<file path="src/rtl/mmio_uart_tx_if.sv">
// Data-memory bus slice seen by the MMIO UART transmitter: region select,
// write strobe, address, store data and combinational load data.
interface mmio_uart_tx_if;
  logic        sel;
  logic        we;
  logic [15:0] address;
  logic [31:0] writeData;
  logic [31:0] readData;

  modport master (
    output sel,
    output we,
    output address,
    output writeData,
    input  readData
  );

  modport slave (
    input  sel,
    input  we,
    input  address,
    input  writeData,
    output readData
  );
endinterface

</file>
<file path="src/rtl/mmio_uart_tx.sv">
// Memory-mapped 8N1 UART transmitter. Bytes written to TXDATA queue in a
// small FIFO and are shifted out LSB first at DIVISOR clocks per bit. The
// divisor is captured at each frame start, so reprogramming it never
// disturbs a frame already on the line.
module mmio_uart_tx #(
  parameter int          DEPTH       = 8,
  parameter logic [15:0] DEFAULT_DIV = 16'd434
) (
  input  logic           clk,
  input  logic           reset,
  mmio_uart_tx_if.slave  bus,
  output logic           tx,
  output logic           busy
);

  localparam int AW = $clog2(DEPTH);
  localparam int CW = AW + 1;

  typedef enum logic [1:0] {S_IDLE, S_START, S_DATA, S_STOP} state_t;

  state_t          state_q, state_d;
  logic            tx_q, tx_d;
  logic            busy_q, busy_d;
  logic [7:0]      shift_q, shift_d;
  logic [15:0]     div_q, div_d;
  logic [15:0]     div_cnt_q, div_cnt_d;
  logic [3:0]      bit_cnt_q, bit_cnt_d;
  logic [15:0]     divisor_q, divisor_d;
  logic            ovf_q, ovf_d;
  logic [AW-1:0]   wr_ptr_q, wr_ptr_d;
  logic [AW-1:0]   rd_ptr_q, rd_ptr_d;
  logic [CW-1:0]   count_q, count_d;
  logic [7:0]      mem_q [DEPTH];

  logic            wr_s;
  logic [1:0]      reg_idx_s;
  logic            push_req_s;
  logic            push_ok_s;
  logic            pop_s;
  logic            fifo_empty_s;
  logic            fifo_full_s;
  logic            bit_end_s;
  logic [4:0]      count5_s;
  logic            unused_s;

  assign wr_s         = bus.sel & bus.we;
  assign reg_idx_s    = bus.address[3:2];
  assign push_req_s   = wr_s && (reg_idx_s == 2'd0);
  assign fifo_empty_s = (count_q == CW'(0));
  assign fifo_full_s  = (count_q == CW'(DEPTH));
  assign bit_end_s    = (div_cnt_q == (div_q - 16'd1));
  assign count5_s     = 5'(count_q);
  assign unused_s     = ^{bus.address[15:4], bus.address[1:0], bus.writeData[31:16]};

  assign tx   = tx_q;
  assign busy = busy_q;

  // Serialiser FSM: next state, line level, shift register and bit timing.
  always_comb begin
    state_d   = state_q;
    tx_d      = tx_q;
    shift_d   = shift_q;
    div_d     = div_q;
    div_cnt_d = div_cnt_q;
    bit_cnt_d = bit_cnt_q;
    pop_s     = 1'b0;
    case (state_q)
      S_IDLE: begin
        if (!fifo_empty_s) begin
          pop_s     = 1'b1;
          shift_d   = mem_q[rd_ptr_q];
          div_d     = divisor_q;
          div_cnt_d = 16'd0;
          tx_d      = 1'b0;
          state_d   = S_START;
        end else begin
          tx_d      = 1'b1;
        end
      end
      S_START: begin
        if (bit_end_s) begin
          tx_d      = shift_q[0];
          shift_d   = {1'b0, shift_q[7:1]};
          div_cnt_d = 16'd0;
          bit_cnt_d = 4'd0;
          state_d   = S_DATA;
        end else begin
          div_cnt_d = div_cnt_q + 16'd1;
        end
      end
      S_DATA: begin
        if (bit_end_s) begin
          div_cnt_d = 16'd0;
          if (bit_cnt_q == 4'd7) begin
            tx_d      = 1'b1;
            bit_cnt_d = 4'd0;
            state_d   = S_STOP;
          end else begin
            tx_d      = shift_q[0];
            shift_d   = {1'b0, shift_q[7:1]};
            bit_cnt_d = bit_cnt_q + 4'd1;
          end
        end else begin
          div_cnt_d = div_cnt_q + 16'd1;
        end
      end
      S_STOP: begin
        if (bit_end_s) begin
          div_cnt_d = 16'd0;
          if (!fifo_empty_s) begin
            // Back-to-back: the next start bit follows the stop bit directly.
            pop_s   = 1'b1;
            shift_d = mem_q[rd_ptr_q];
            div_d   = divisor_q;
            tx_d    = 1'b0;
            state_d = S_START;
          end else begin
            tx_d    = 1'b1;
            state_d = S_IDLE;
          end
        end else begin
          div_cnt_d = div_cnt_q + 16'd1;
        end
      end
      default: begin
        tx_d    = 1'b1;
        state_d = S_IDLE;
      end
    endcase
    busy_d = (state_d != S_IDLE);
  end

  // FIFO bookkeeping, overflow flag and DIVISOR register updates.
  always_comb begin
    // A pop in the same cycle frees a slot, so a push into a full FIFO is accepted.
    push_ok_s = push_req_s && (!fifo_full_s || pop_s);
    wr_ptr_d  = push_ok_s ? (wr_ptr_q + AW'(1)) : wr_ptr_q;
    rd_ptr_d  = pop_s ? (rd_ptr_q + AW'(1)) : rd_ptr_q;
    case ({push_ok_s, pop_s})
      2'b10:   count_d = count_q + CW'(1);
      2'b01:   count_d = count_q - CW'(1);
      default: count_d = count_q;
    endcase
    if (push_req_s && !push_ok_s) begin
      ovf_d = 1'b1;
    end else if (wr_s && (reg_idx_s == 2'd1) && bus.writeData[3]) begin
      ovf_d = 1'b0;
    end else begin
      ovf_d = ovf_q;
    end
    if (wr_s && (reg_idx_s == 2'd2)) begin
      divisor_d = (bus.writeData[15:0] == 16'd0) ? 16'd1 : bus.writeData[15:0];
    end else begin
      divisor_d = divisor_q;
    end
  end

  // Load-data mux; silent unless the MMIO window is selected.
  always_comb begin
    bus.readData = 32'd0;
    if (bus.sel) begin
      case (reg_idx_s)
        2'd1:    bus.readData = {23'd0, count5_s, ovf_q, fifo_empty_s, fifo_full_s, busy_q};
        2'd2:    bus.readData = {16'd0, divisor_q};
        default: bus.readData = 32'd0;
      endcase
    end else begin
      bus.readData = 32'd0;
    end
  end

  // State and control registers with synchronous reset (flushes FIFO, aborts frame).
  always_ff @(posedge clk) begin
    if (reset) begin
      state_q   <= S_IDLE;
      tx_q      <= 1'b1;
      busy_q    <= 1'b0;
      shift_q   <= 8'd0;
      div_q     <= 16'd0;
      div_cnt_q <= 16'd0;
      bit_cnt_q <= 4'd0;
      divisor_q <= DEFAULT_DIV;
      ovf_q     <= 1'b0;
      wr_ptr_q  <= AW'(0);
      rd_ptr_q  <= AW'(0);
      count_q   <= CW'(0);
    end else begin
      state_q   <= state_d;
      tx_q      <= tx_d;
      busy_q    <= busy_d;
      shift_q   <= shift_d;
      div_q     <= div_d;
      div_cnt_q <= div_cnt_d;
      bit_cnt_q <= bit_cnt_d;
      divisor_q <= divisor_d;
      ovf_q     <= ovf_d;
      wr_ptr_q  <= wr_ptr_d;
      rd_ptr_q  <= rd_ptr_d;
      count_q   <= count_d;
    end
  end

  // FIFO storage; contents need no reset because count gates every read.
  always_ff @(posedge clk) begin
    if (push_ok_s && !reset) begin
      mem_q[wr_ptr_q] <= bus.writeData[7:0];
    end else begin
      mem_q[wr_ptr_q] <= mem_q[wr_ptr_q];
    end
  end

endmodule

</file>
<file path="src/flat_wrapper.sv">
// flat-port wrapper written by rule: the top's interface ports become plain ports
module mmio_uart_tx_flat 
#(
  parameter int          DEPTH       = 8,
  parameter logic [15:0] DEFAULT_DIV = 16'd434
)
  (clk, reset, tx, busy, bus_sel, bus_we, bus_address, bus_writeData, bus_readData);
  mmio_uart_tx_if bus_i ();
  input  logic clk;
  input  logic reset;
  output logic tx;
  output logic busy;
  input wire logic [$bits(bus_i.sel)-1:0] bus_sel;
  input wire logic [$bits(bus_i.we)-1:0] bus_we;
  input wire logic [$bits(bus_i.address)-1:0] bus_address;
  input wire logic [$bits(bus_i.writeData)-1:0] bus_writeData;
  output wire logic [$bits(bus_i.readData)-1:0] bus_readData;
  assign bus_i.sel = bus_sel;
  assign bus_i.we = bus_we;
  assign bus_i.address = bus_address;
  assign bus_i.writeData = bus_writeData;
  assign bus_readData = bus_i.readData;
  mmio_uart_tx #(.DEPTH(DEPTH), .DEFAULT_DIV(DEFAULT_DIV)) u_core (.clk(clk), .reset(reset), .bus(bus_i), .tx(tx), .busy(busy));
endmodule
</file>
<file path="config.mk">
export PLATFORM = sky130hd
export DESIGN_NAME = mmio_uart_tx_flat
export DESIGN_NICKNAME = d
export VERILOG_FILES = /design/src/rtl/mmio_uart_tx_if.sv /design/src/rtl/mmio_uart_tx.sv /design/src/flat_wrapper.sv
export SDC_FILE = /design/constraint.sdc
export NUM_CORES = 1
export LEC_CHECK = 0
export BUFFER_PORTS_ARGS = -buffer_cell sky130_fd_sc_hd__buf_2
export CAP_MARGIN = 10
export CORE_MARGIN = 5
export CORE_UTILIZATION = 52
export CTS_CLUSTER_DIAMETER = 200
export DETAILED_ROUTE_END_ITERATION = 16
export HOLD_SLACK_MARGIN = 0.08
export PLACE_DENSITY = 0.77
export SLEW_MARGIN = 0
export SYNTH_ARGS = -nofsm -noshare
export SYNTH_HDL_FRONTEND = slang
export SYNTH_SLANG_ARGS = --single-unit
</file>
<file path="constraint.sdc">
create_clock -name clk -period 3.6 [get_ports clk]
set_input_delay 0.36 -clock clk [delete_from_list [all_inputs] [get_ports clk]]
set_output_delay 0.36 -clock clk [all_outputs]
set_load 0.01 [all_outputs]
</file>
==> run_results.csv <==
group,metric,value,unit
run_status,status,"completed",
sta,slew_violations,0,
clock_network,path_clk_slew,0.06,ns
synthesis,synthFlopType,"dfxtp_1",
sta,worstMarginPinSlew,0.788,ns
cells_and_area,fin_nets,768,
sta,hold_viol,0,
cells_and_area,fin_util,0.613,
floorplan,num_io_pins,86,
synthesis,syn_area,6830,sq um
floorplan,dieArea,15500,sq um
worst_setup_path,critical_path.startpoint,"u_core.div_q[0]",
clock_network,htree_levels,4,
global_routing,antenna_found_initial,0,
sta,fin_crit_sh,0.946,
power,vdd_drop_max,481,uV
floorplan,dieHeight,125,microns
floorplan,core_area,12700,sq um
clock_network,ctsResizeCount,1,
worst_setup_path,critPathMaxFanout,4,
detailed_routing,via_per_inst,5.86,
placed_design,portBuffers,39,
worst_setup_path,critical_path_required,3.90,ns
synthesis,syn_avg_cell_area,10.4,sq um
floorplan,num_rows,41,
sta,fin_setup_tns,0,ns
detailed_routing,vias,5194,
placed_design,place_ws,-0.0118,ns
cells_and_area,antenna_cells,0,
sta,fmaxAchievable,294,MHz
worst_setup_path,arrival,3.70,ns
detailed_routing,drtAntennaViolNets,0,
placed_design,place.gp.congestion,0.927,
placed_design,placed_cell_area,7220,sq um
detailed_routing,routedWlPerCell,17.6,microns
worst_setup_path,worstSetupPathType,"register to register",
power,leakage,3.03,nW
flow_run,maxCapViolCount,0,
global_routing,grt_pass1_vias,4927,
sta,layout_setup_ws,0.195,ns
synthesis,ys_warn_count,0,
synthesis,syn_inst,656,
worst_setup_path,worstPathCellList,"inv_1 -> ha_1 -> or3b_2 -> nor3_1 -> o21ai_0 -> a211oi_2 -> nand4b_4 -> o21ai_4 -> nand2_1 -> xnor2_1 -> ha_1 -> or3_1 -> mux2i_1 -> xnor2_1 -> nor2_1",
global_routing,overflow,0,
cells_and_area,drive_gt1_frac,0.172,
clock_network,cts_setup_buffers,0,
sta,skew,0.0111,ns
detailed_routing,dr.first_iter.drc_count,550,
synthesis,yosysUniqueCellTypes,58,
cells_and_area,fin_area,7800,sq um
worst_setup_path,endpoint_kind,"register",
synthesis,ys_ff_latch,142,
worst_setup_path,r2r_start,"u_core.div_q[0]",
synthesis,synth_edf_count,64,
placed_design,detailedPlacementHpwl,10600,microns
clock_network,cts_root_buf,"clkbuf_16",
synthesis,ys_async_sr_fraction,0,
clock_network,cts_buffer_depth,2,
global_routing,grt.total_usage,0.201,
cells_and_area,layout_common_cells,"dfxtp_1, nand2_1, nor2_1, edfxtp_1",
synthesis,ys_seq_area_frac,0.510,
clock_network,tritoncts,"yes",
hold_path,hold_path_class,"input pin to register",
sta,setup_viol,0,
sta,slew_headroom,0.474,
clock_network,cts.sinks,142,
hold_path,min_from,"bus_writeData[8]",
power,power_density,663,nW/um^2
floorplan,die_w,125,microns
worst_setup_path,slowest_stage,"or3b_2",
detailed_routing,drcViolationCount,0,
cells_and_area,final_common_cell,"dfxtp_1",
clock_network,postCtsHoldBufs,0,
sta,finalCriticalPeriod,3.40,ns
global_routing,grt_max_degree,42,
detailed_routing,firstDrtPassIters,5,
clock_network,insertion_delay,0.42,ns
global_routing,grt_pass1_wl,25100,microns
cells_and_area,area_delta_synth_final,14.3,%
sta,hold_slack,0.179,ns
floorplan,start_util,0.536,
worst_setup_path,slowest_delay,0.51,ns
clock_network,cts_made_buffers,17,
worst_setup_path,critPathLaunchType,"register",
detailed_routing,routed_wl,15600,microns
==> through the flow <==
stage | std cells | total power [mW]
after CTS | 887 | 5.14
after global routing | 887 | 5.47
after global placement | 855 | 3.45
final | 887 | 5.17
after detailed placement | 855 | 3.53
after floorplan | 671 | 3.16
==> where the power goes <==
part | internal (mW) | total, mW | leakage (nW) | switching, mW
sequential | 1.80 | 1.93 | 1.21 | 0.128
combinational | 0.714 | 1.64 | 1.56 | 0.926
clock | 0.914 | 1.60 | 0.261 | 0.690
total | 3.43 | 5.17 | 3.03 | 1.74
==> cells in the mapped netlist (all sizes together) (2+ instances only) <==
| library cell | instances | area share |
|---|---|---|
| nor4 | 13 | 0.012 |
| nand2b | 7 | 0.0064 |
| o221ai | 2 | 0.0035 |
| inv | 11 | 0.0060 |
| mux2i | 39 | 0.057 |
| mux4 | 16 | 0.053 |
| and2 | 2 | 0.0018 |
| nor3 | 21 | 0.015 |
| o31ai | 3 | 0.0033 |
| or4 | 3 | 0.0033 |
| nor2b | 5 | 0.0046 |
| clkbuf | 27 | 0.015 |
| xor2 | 11 | 0.014 |
| nand3b | 13 | 0.014 |
| nand4 | 6 | 0.0055 |
| o21bai | 3 | 0.0033 |
| o22ai | 2 | 0.0018 |
| nand2 | 73 | 0.040 |
| dfxtp | 78 | 0.23 |
| edfxtp | 64 | 0.28 |
| or3 | 4 | 0.0037 |
| and3 | 23 | 0.021 |
| ha | 14 | 0.026 |
| a32oi | 2 | 0.0026 |
| nor3b | 4 | 0.0044 |
| and3b | 2 | 0.0026 |
| nor2 | 66 | 0.037 |
| a22oi | 8 | 0.0088 |
| o21ai | 31 | 0.023 |
| nand3 | 11 | 0.0081 |
| a41oi | 3 | 0.0039 |
| xnor2 | 10 | 0.013 |
| a21oi | 34 | 0.025 |
| buf | 24 | 0.024 |
| a211oi | 4 | 0.0044 |
| a31oi | 3 | 0.0028 |
==> critical path, delay by kind of cell (launching register included) <==
kind,cells,cell delay [ns]
compound gates,3,0.68
simple gates,6,1.33
buf+inv,1,0.08
mux,1,0.19
fa+ha+maj,2,0.38
flops,1,0.34
xor+xnor,2,0.29
==> flip-flops by register name (all words and copies together), names as in the netlist, named ones only <==
signal / cells
u_core.div_cnt_q: 16
u_core.ovf_q: 1
u_core.state_q: 2
u_core.shift_q: 8
u_core.div_q: 16
u_core.rd_ptr_q: 3
u_core.count_q: 4
u_core.tx: 1
u_core.bit_cnt_q: 4
u_core.divisor_q: 16
u_core.wr_ptr_q: 3
u_core.busy: 1
u_core.mem_q: 64
==> final timing paths <==
check | to | slack, ns | cells past startpoint
min reg2reg | u_core.shift_q[7] | 0.45 | 2
min | u_core.divisor_q[8] | 0.18 | 3
max reg2reg | u_core.count_q[2] | 0.20 | 15
max | u_core.count_q[2] | 0.20 | 15
==> cell families (layout without fill, tap and decap cells) <==
kind of cell,Yosys count,after routing,share of synthesized area
and+or+nand+nor,257,257,0.188
DFF,142,142,0.510
AOI/OAI and AO/OA,104,104,0.0935
buffers and inverters,62,106,0.0453
muxes,55,55,0.110
xor gates and xnor gates,21,21,0.0269
adders and majority gates,14,14,0.0257
other,1,16,0.000549
==> area by class of cell <==
cell class | count | area, sq um
well taps | 172 | 215
flip-flops and latches | 142 | 3480
inverters | 11 | 41.3
multi-input cells | 467 | 3140
repair buffers | 63 | 375
fillers | 1022 | 4920
clock inverters | 12 | 97.6
clock buffers | 20 | 447
==> layer usage <==
| layer | track usage | up-vias | part of all wire |
|---|---|---|---|
| met4 | 0.0587 | 0 | 0.016 |
| met5 | 0 | - | 0 |
| met3 | 0.0510 | 23 | 0.065 |
| li1 | - | 2449 | - |
| met1 | 0.258 | 2542 | 0.42 |
| met2 | 0.336 | 180 | 0.50 |
No activity file was read; power rests on OpenSTA's default activity.
